## src/rtl/weight_mem_arbiter.sv

```systemverilog
// Arbitrates one weight memory between inference reads and saturating reward updates.
// Read: grant + 1 data cycle. Update: grant, read-modify, write-back.
module weight_mem_arbiter #(
  parameter int ADDR_W = 4,
  parameter int DW     = 8
) (
  input  logic              i_clk,
  input  logic              i_rst_n,
  input  logic              i_learn_en,
  input  logic              i_rd_req,
  input  logic [ADDR_W-1:0] i_rd_addr,
  output logic              o_rd_gnt,
  output logic              o_rd_valid,
  output logic [DW-1:0]     o_rd_data,
  input  logic              i_up_req,
  input  logic [ADDR_W-1:0] i_up_addr,
  input  logic [DW-1:0]     i_up_delta,
  output logic              o_up_gnt,
  output logic              o_up_done,
  output logic              o_mem_we,
  output logic [ADDR_W-1:0] o_mem_addr,
  output logic [DW-1:0]     o_mem_wdata,
  input  logic [DW-1:0]     i_mem_rdata
);

  typedef enum logic [1:0] {
    IDLE    = 2'd0,
    RD_DATA = 2'd1,
    UP_CALC = 2'd2,
    UP_WR   = 2'd3
  } state_t;

  state_t              r_state;
  logic                r_last_up;
  logic [ADDR_W-1:0]   r_addr_q;
  logic [DW-1:0]       r_delta_q;
  logic [DW-1:0]       r_wdata_q;

  logic                w_rd_elig;
  logic                w_up_elig;
  logic                w_rd_win;
  logic                w_up_win;
  logic [DW+1:0]       w_sum;
  logic [DW-1:0]       w_clamped;

  // Round-robin: on a tie the requester that did not win last time gets the grant.
  always_comb begin
    w_rd_elig = i_rst_n && (r_state == IDLE) && i_rd_req;
    w_up_elig = i_rst_n && (r_state == IDLE) && i_up_req && i_learn_en;
    w_rd_win  = w_rd_elig && (!w_up_elig || r_last_up);
    w_up_win  = w_up_elig && (!w_rd_elig || !r_last_up);
  end

  // Unsigned weight plus signed delta, two guard bits, clamped to the weight range.
  always_comb begin
    w_sum = {2'b00, i_mem_rdata} + {{2{r_delta_q[DW-1]}}, r_delta_q};
    if (w_sum[DW+1]) begin
      w_clamped = '0;
    end else if (w_sum[DW]) begin
      w_clamped = '1;
    end else begin
      w_clamped = w_sum[DW-1:0];
    end
  end

  always_ff @(posedge i_clk) begin
    if (!i_rst_n) begin
      r_state   <= IDLE;
      r_last_up <= 1'b1;
      r_addr_q  <= '0;
      r_delta_q <= '0;
      r_wdata_q <= '0;
    end else begin
      case (r_state)
        IDLE: begin
          if (w_rd_win) begin
            r_state   <= RD_DATA;
            r_last_up <= 1'b0;
          end else if (w_up_win) begin
            r_state   <= UP_CALC;
            r_last_up <= 1'b1;
            r_addr_q  <= i_up_addr;
            r_delta_q <= i_up_delta;
          end else begin
            r_state <= IDLE;
          end
        end
        RD_DATA: r_state <= IDLE;
        UP_CALC: begin
          r_wdata_q <= w_clamped;
          r_state   <= UP_WR;
        end
        UP_WR:   r_state <= IDLE;
        default: r_state <= IDLE;
      endcase
    end
  end

  // Grants must appear in the request cycle so the address reaches memory a cycle before data.
  always_comb begin
    o_rd_gnt    = 1'b0;
    o_rd_valid  = 1'b0;
    o_rd_data   = '0;
    o_up_gnt    = 1'b0;
    o_up_done   = 1'b0;
    o_mem_we    = 1'b0;
    o_mem_addr  = '0;
    o_mem_wdata = '0;
    if (i_rst_n) begin
      case (r_state)
        IDLE: begin
          if (w_rd_win) begin
            o_rd_gnt   = 1'b1;
            o_mem_addr = i_rd_addr;
          end else if (w_up_win) begin
            o_up_gnt   = 1'b1;
            o_mem_addr = i_up_addr;
          end else begin
            o_mem_we = 1'b0;
          end
        end
        RD_DATA: begin
          o_rd_valid = 1'b1;
          o_rd_data  = i_mem_rdata;
        end
        UP_WR: begin
          o_mem_we    = 1'b1;
          o_mem_addr  = r_addr_q;
          o_mem_wdata = r_wdata_q;
          o_up_done   = 1'b1;
        end
        default: o_mem_we = 1'b0;
      endcase
    end else begin
      o_mem_we = 1'b0;
    end
  end

endmodule

```

## config.mk

```make
export PLATFORM = sky130hd
export DESIGN_NAME = weight_mem_arbiter
export DESIGN_NICKNAME = d
export VERILOG_FILES = /design/src/rtl/weight_mem_arbiter.sv
export SDC_FILE = /design/constraint.sdc
export NUM_CORES = 1
export LEC_CHECK = 0
export ABC_AREA = 1
export CORE_MARGIN = 2
export CORE_UTILIZATION = 48
export DETAILED_ROUTE_END_ITERATION = 12
export PLACE_DENSITY = 0.87
export SKIP_CTS_REPAIR_TIMING = 1
export SLEW_MARGIN = 20
export SYNTH_ARGS = -nofsm -noshare
export SYNTH_HDL_FRONTEND = slang
export SYNTH_SLANG_ARGS = --single-unit
export TNS_END_PERCENT = 100
```

## constraint.sdc

```tcl
create_clock -name i_clk -period 2.9 [get_ports i_clk]
set_clock_uncertainty 0.15 [all_clocks]
set_input_delay 0.435 -clock i_clk [delete_from_list [all_inputs] [get_ports i_clk]]
set_output_delay 0.435 -clock i_clk [all_outputs]
set_load 0.02 [all_outputs]
```

# After elaboration in Yosys (flattened, before gate mapping)
# Index checks and enable logic that the tools add are counted.
[word_totals]
regBits = 23
input_bits = 29
out_inout_bits = 25
word_cells = 52
[op_classes]
add_sub_neg = 1
eq_ne = 3
mux = 26
bitwise_logic = 1
reduce_logical = 16
[op_table]
columns = ["cell", "n"]
rows = [
  ["two-way mux 8 bit", 6],
  ["two-way mux 1 bit", 13],
  ["two-way mux 4 bit", 3],
  ["adder 9 x 8 -> 10 bit", 1],
  ["case mux 4 bit (2 select lines)", 1],
  ["logical AND 1 bit", 6],
  ["case mux 2 bit (3 select lines)", 1],
  ["== test 2 bit, second input constant", 2],
  ["two-way mux 2 bit", 2],
  ["logical NOT 1 bit", 3],
  ["AND reduction 3 bit", 1],
  ["== test 2 x 1 -> 1 bit, second input constant", 1],
  ["logical NOT 2 bit", 1],
  ["logical OR 1 bit", 2],
  ["AND reduction 2 bit", 1],
  ["nonzero test 2 bit", 1],
  ["OR reduction 2 bit", 1],
  ["NOT 1 bit", 1],
]

# Logic depth before layout (Yosys ltp)
# Gate-level depths: netlist (run 1).
[depth]
ltp_word = 10
depth_mapped = 12
depth_no_buf = 12

# Least setup slack after synthesis (run 1)
# OpenSTA, ideal clock, no wires.
[synth_timing]
kind = "register to output"
from = "reg r_state[0]"
to = "out o_mem_addr[2]"
arrival_ns = 1.414
required_ns = 2.315
slack_ns = 0.901
stages_incl_launch_ff = 12
n_path_buf = 1
cell_sequence = "dfxtp_1 > inv_1 > ha_1 > nand4_1 > inv_2 > nand2_2 > inv_2 > buf_4 > nand2_1 > nand3_1 > nand2_1 > inv_1"
[synth_between]
elab_chain_len = 10
word_cells_on_any_way = 16
[synth_lines]
columns = ["item", "line", "rtl"]
rows = [
  ["start, declared", "33", "state_t r_state;"],
  ["start signal, assigned", "68", "r_state <= IDLE;"],
  ["start signal, assigned", "77", "r_state <= RD_DATA;"],
  ["start signal, assigned", "80", "r_state <= UP_CALC;"],
  ["logical NOT 2 bit", "48, 49, 110", ""],
  ["logical AND 1 bit", "48, 49", ""],
  ["logical AND 1 bit (on tied branches)", "48, 49", ""],
  ["logical NOT 1 bit / logical AND 1 bit (equally long branches)", "51, 49", ""],
  ["logical OR 1 bit / logical NOT 1 bit (equally long branches)", "51, 50", ""],
  ["logical AND 1 bit / logical OR 1 bit (equally long branches)", "51, 50", ""],
  ["two-way mux 4 bit / logical AND 1 bit (equally long branches)", "115, 50", ""],
  ["two-way mux 4 bit", "112", "if (w_rd_win) begin"],
  ["case mux 4 bit (2 select lines) *", "110", "case (r_state)"],
  ["two-way mux 4 bit *", "109", "if (i_rst_n) begin"],
  ["end, declared", "21", "output logic [ADDR_W-1:0] o_mem_addr,"],
]
# Every way passes the cells marked *; elsewhere a longest branch is shown, timed or not.

# Final worst setup path (run 1)
[layout_timing]
from = "in i_rst_n"
to = "out o_rd_data[0]"
[layout_between]
elab_chain_len = 1
[layout_lines]
columns = ["item", "line", "rtl"]
rows = [
  ["start, declared", "8", "input logic i_rst_n,"],
  ["two-way mux 8 bit", "109", ""],
  ["end, declared", "14", "output logic [DW-1:0] o_rd_data,"],
]
# Every way passes these cells.

==> run metrics, run 1 <==
maximum fanout along the worst path=9; vias=1741; CP arrival=2.13 ns; # H-tree levels=1; cell count after synthesis=266; CP Capture Type=primary output; EDFF count, synth=0; diode count=0; final instance area=about 2300 µm²; starting density of the core=approximately 50%; Ports=54; DRC=0; routability congestion estimate=0.8682; gr usage total=approximately a fifth; fin crit share=93.61%; min cycle time layout=around 2.7 ns; Final ANT Viol Nets=0; fmax=between 0.3 and 0.4 GHz; Nets=~370; Avg Cell Area, Syn=6.294 µm²; Slew @ Worst Pin=approximately 0.36 ns; die width=around 63 µm; CTS tree=built; drt via density=between 4 and 5; Slew Viols, Final=0; Max VDD drop=173.0 µV; Max Cap Viol=0; Mapped Nets=310; worst hold path class=reg2reg; final setup margin=0.1854 ns; PortBufs=53; chip height=63.06 µm; main flop type after synthesis=dfxtp_1; Total Routed Length=3727 µm; Pwr Total=0.0006621 W; critical path required time=2.32 ns; Synthesis Warnings=0; Distinct cells, synth=26; critical path's most frequent cell=clkdlybuf4s50_1; Static Leak=1.203 nW; largest net degree at the start of global routing=14; layout cells sized above 1=8.411%; Final setup viols=0; Cell Area, Placed=2253 µm²; Synth async-reset ratio=0%; DRT Pass-1 Iters=4; Area Overhead vs Synth=37.00%; first-pass GRT wire length=6520 µm; sequential area share after synthesis=27.50%; total core area=~3300 µm²; CTS buffer count=3; Worst-path clk slew=0.12 ns; slew margin rel.=roughly three quarters; slowest CP cell=clkdlybuf4s50_1; initial antenna violation count=0; #FFs+latches synth=23; HPWL after DPL=3132 µm; RSZ-0062 raised after global routing=false; GR Overflow Total=0; num rows=21; Max Buffers Root-to-Sink=2; clock sinks=23; final hold viol count=0; Cell Chain, Critical Path=clkdlybuf4s50_1 -> buf_4 -> nand2_1 -> nor2_1 -> clkdlybuf4s50_1; Startpoint Class=input port; Power Dens Cells=288.7 nW/µm²; Clk Latency, worst-skew pair=~0.30 ns; die area=3976 µm²; DR WL/cell=10.16 µm; cell area after synthesis=1674 µm²; vias in the first global route=1650; status=complete, no violations; end-of-flow core utilization=68.73%; DRT iter0 DRCs=59; final hold slack=0.3063 ns; Slowest Stage Delay on Critical Path=~0.64 ns; Crit Path Class=in2out; root buf cell=clkbuf_4; DP Worst Slack=0.02299 ns
## critical path: cells and delay by family
| family | cells | cell delay, ns |
|---|---|---|
| buffers and inverters | 3 | 1.30 |
| and+or+nand+nor | 2 | 0.39 |
## cells in the mapped netlist, types with 3 or more instances
library cell   n  area share (%)
a21oi_1       12             3.6
nand3_1       20             6.0
nor2_2         3             1.1
inv_1         44             9.9
nand2_2        6             2.2
nand2_1       77              17
ha_1          14              10
o21ai_0        6             1.8
buf_4          3             1.3
inv_2          4            0.90
nor2_1        34             7.6
dfxtp_1       23              28
## flip-flops by register name, summed over array words and instances, names as in the netlist
name	count
r_wdata_q	8
r_state	2
r_delta_q	8
r_last_up	1
r_addr_q	4
## per-stage QoR
step                TNS [ns]  cells
floorplan                  0    266
global placement           0    363
detailed placement         0    363
CTS                 -0.02981    367
global route               0    367
finish                     0    367
## layout make-up
cell class              count  area (µm²)
clock inverters             1       5.005
flip-flops and latches     23       460.4
clock buffers               3       22.52
multi-input cells         189       998.5
well taps                  46       57.56
inverters                  49       183.9
repair buffers             56       565.5
fillers                   306        1044
## worst paths after layout
check	startpoint	end	slack (ns)	cells after the start
worst max-delay path	i_rst_n	o_rd_data[0]	0.19	5
worst min-delay path	r_addr_q[1]	r_addr_q[1]	0.31	2
worst max register to register	r_delta_q[0]	r_wdata_q[0]	0.96	11
worst min register to register	r_addr_q[1]	r_addr_q[1]	0.31	2
## cell families after synthesis
logic type | after synthesis | synth area share [%]
XOR/XNOR | 3 | 1.570
AO/OA/AOI/OAI | 22 | 7.549
adder cells (fa/ha/maj) | 15 | 11.66
flip-flops | 23 | 27.50
AND/OR/NAND/NOR | 149 | 38.86
buffers and inverters | 54 | 12.85
## per-layer routing
metal | GRT usage [%] | vias to the layer above | wire length, µm
met5 | 0 | - | 0
met2 | 37.50 | 41 | 1886
li1 | - | 926 | -
met4 | 4.167 | 0 | 12
met1 | 22.80 | 772 | 1649
met3 | 3.393 | 2 | 178
## cell usage in the layout (no fill, tap or decap), types with 2 or more instances in the layout
cell / n
nand4_1: 2
a21oi_1: 12
nor2_2: 3
o21ai_0: 6
nor2_1: 34
dlymetal6s2s_1: 5
nand2_1: 77
buf_4: 3
nand3_1: 20
clkdlybuf4s50_1: 48
inv_1: 44
nand2_2: 6
or2_1: 2
inv_2: 4
clkbuf_4: 3
nand3_2: 2
a21oi_2: 2
ha_1: 14
dfxtp_1: 23
xnor2_1: 2
nand2_4: 2
## power breakdown
group          switching [W]  total, W  leakage (nW)  internal [W]
clock              0.0000888  0.000140        0.0177     0.0000515
combinational      0.0000977  0.000187         0.998     0.0000891
sequential        0.00000790  0.000335         0.187      0.000327
Note: power is estimated with default switching activity, not from simulation.
==> run 2, diff against run 1 <==
Settings changed: MAX_ROUTING_LAYER from default to met4.
==> run 2 against run 1 <==
  * Combinational power is essentially flat
  * Setup slack is essentially flat
  * First-iteration DRC count grew 8.5%
  * Non-clock buffer count is the same
  * Critical path depth is the same
  * Sequential share of layout area is the same
  * Critical path type unchanged
  * Sequential power is essentially flat
  * Clock-buffer cell count is the same
  * Clock power is essentially flat
==> run metrics, run 2 (same netlist as run 1, synthesis figures left out) <==
DRT iter0 DRCs=64; vias in the first global route=1647; CP arrival=2.13 ns; min cycle time layout=2.714 ns; die width=63.06 µm; end-of-flow core utilization=68.73%; Clk Latency, worst-skew pair=approximately 0.31 ns; Slew Viols, Final=0; fin crit share=93.60%; DRT Pass-1 Iters=4; critical path required time=2.32 ns; worst hold path class=reg2reg; Post-Layout Cell Count=367; most frequent cells in the layout=77 x nand2_1, 48 x clkdlybuf4s50_1, 44 x inv_1; Startpoint Class=input port; Max Cap Viol=0; GR Overflow Total=0; routability congestion estimate=0.8823; Static Leak=roughly 1.2 nW; clock sinks=23; Final setup viols=0; die area=between 3000 and 4000 µm²; fmax=0.3684 GHz; Placed Cells=approximately 360; Worst-path clk slew=about 0.12 ns; HPWL after DPL=3132 µm; CTS buffer count=3; final hold viol count=0; layout cells sized above 1=roughly 8.4%; num rows=21; drt via density=4.763; DP Worst Slack=between 0.02 and 0.025 ns; gr usage total=about 20%; total core area=3337 µm²; final instance area=2293 µm²; # H-tree levels=1; final setup margin=0.1856 ns; DR WL/cell=10.18 µm; starting density of the core=50.17%; Top Registers=r_delta_q: 8 flops, r_wdata_q: 8 flops, r_addr_q: 4 flops; Total Routed Length=3737 µm; Final ANT Viol Nets=0; Max VDD drop=173.0 µV; Crit Path Class=in2out; Area Overhead vs Synth=37.00%; status=complete, no violations; RSZ-0062 raised after global routing=false; PortBufs=53; chip height=63.06 µm; largest net degree at the start of global routing=14; Cell Area, Placed=around 2300 µm²; root buf cell=clkbuf_4; Power Dens Cells=288.9 nW/µm²; CP Capture Type=primary output; initial antenna violation count=0; Max Buffers Root-to-Sink=2; CTS tree=built; Fill cells=306; vias=1748; commonest non-fill, non-tap cell in the layout=nand2_1; first-pass GRT wire length=6534 µm; Nets=between 300 and 400; DRC=0; Ports=54; diode count=0; final hold slack=0.3065 ns; maximum fanout along the worst path=9; Slew @ Worst Pin=about 0.36 ns; slew margin rel.=76.18%
==> run 2: cell counts in the layout (fill, tap and decap cells not counted) <==
Identical to the previous run, type by type.
==> run 2: worst max-delay path: stages <==
cell and delay (ns):
clkdlybuf4s50_1 0.50, buf_4 0.16, nand2_1 0.23, nor2_1 0.16, clkdlybuf4s50_1 0.64
==> run 2: worst paths after layout <==
kind | start | to | slack [ns] | cells past startpoint
max | i_rst_n | o_rd_data[0] | 0.19 | 5
min | r_addr_q[1] | r_addr_q[1] | 0.31 | 2
max reg2reg | r_delta_q[0] | r_wdata_q[0] | 0.96 | 11
min reg2reg | r_addr_q[1] | r_addr_q[1] | 0.31 | 2
==> run 2: metal layers <==
layer	vias to the layer above	track usage, %	part of all wire (%)
li1	926	-	-
met1	775	23.47	45
met2	45	37.37	51
met3	2	2.679	4.2
met4	0	4.167	0.32
met5	-	-	0
==> run 2: power by group <==
| group | switching, W | internal, W |
|---|---|---|
| clock network | 0.0000892 | 0.0000515 |
| logic | 0.0000977 | 0.0000891 |
| registers | 0.00000789 | 0.000327 |
==> run 2: area by class of cell <==
class                      instances  area, µm²  share of cell area, %
inverter                          49      183.9                  8.020
clock buffer                       3      22.52                 0.9820
tap                               46      57.56                  2.510
multi-input combinational        189      998.5                  43.54
timing repair buffer              56      565.5                  24.66
sequential                        23      460.4                  20.08
clock inverter                     1      5.005                 0.2182
==> run 2: per-stage QoR <==
step	setup TNS, ns	total power, W
after floorplan	0	0.0004540
after global placement	0	0.0005247
after detailed placement	0	0.0005300
after CTS	-0.02981	0.0006711
after global routing	0	0.0007076
final	0	0.0006626
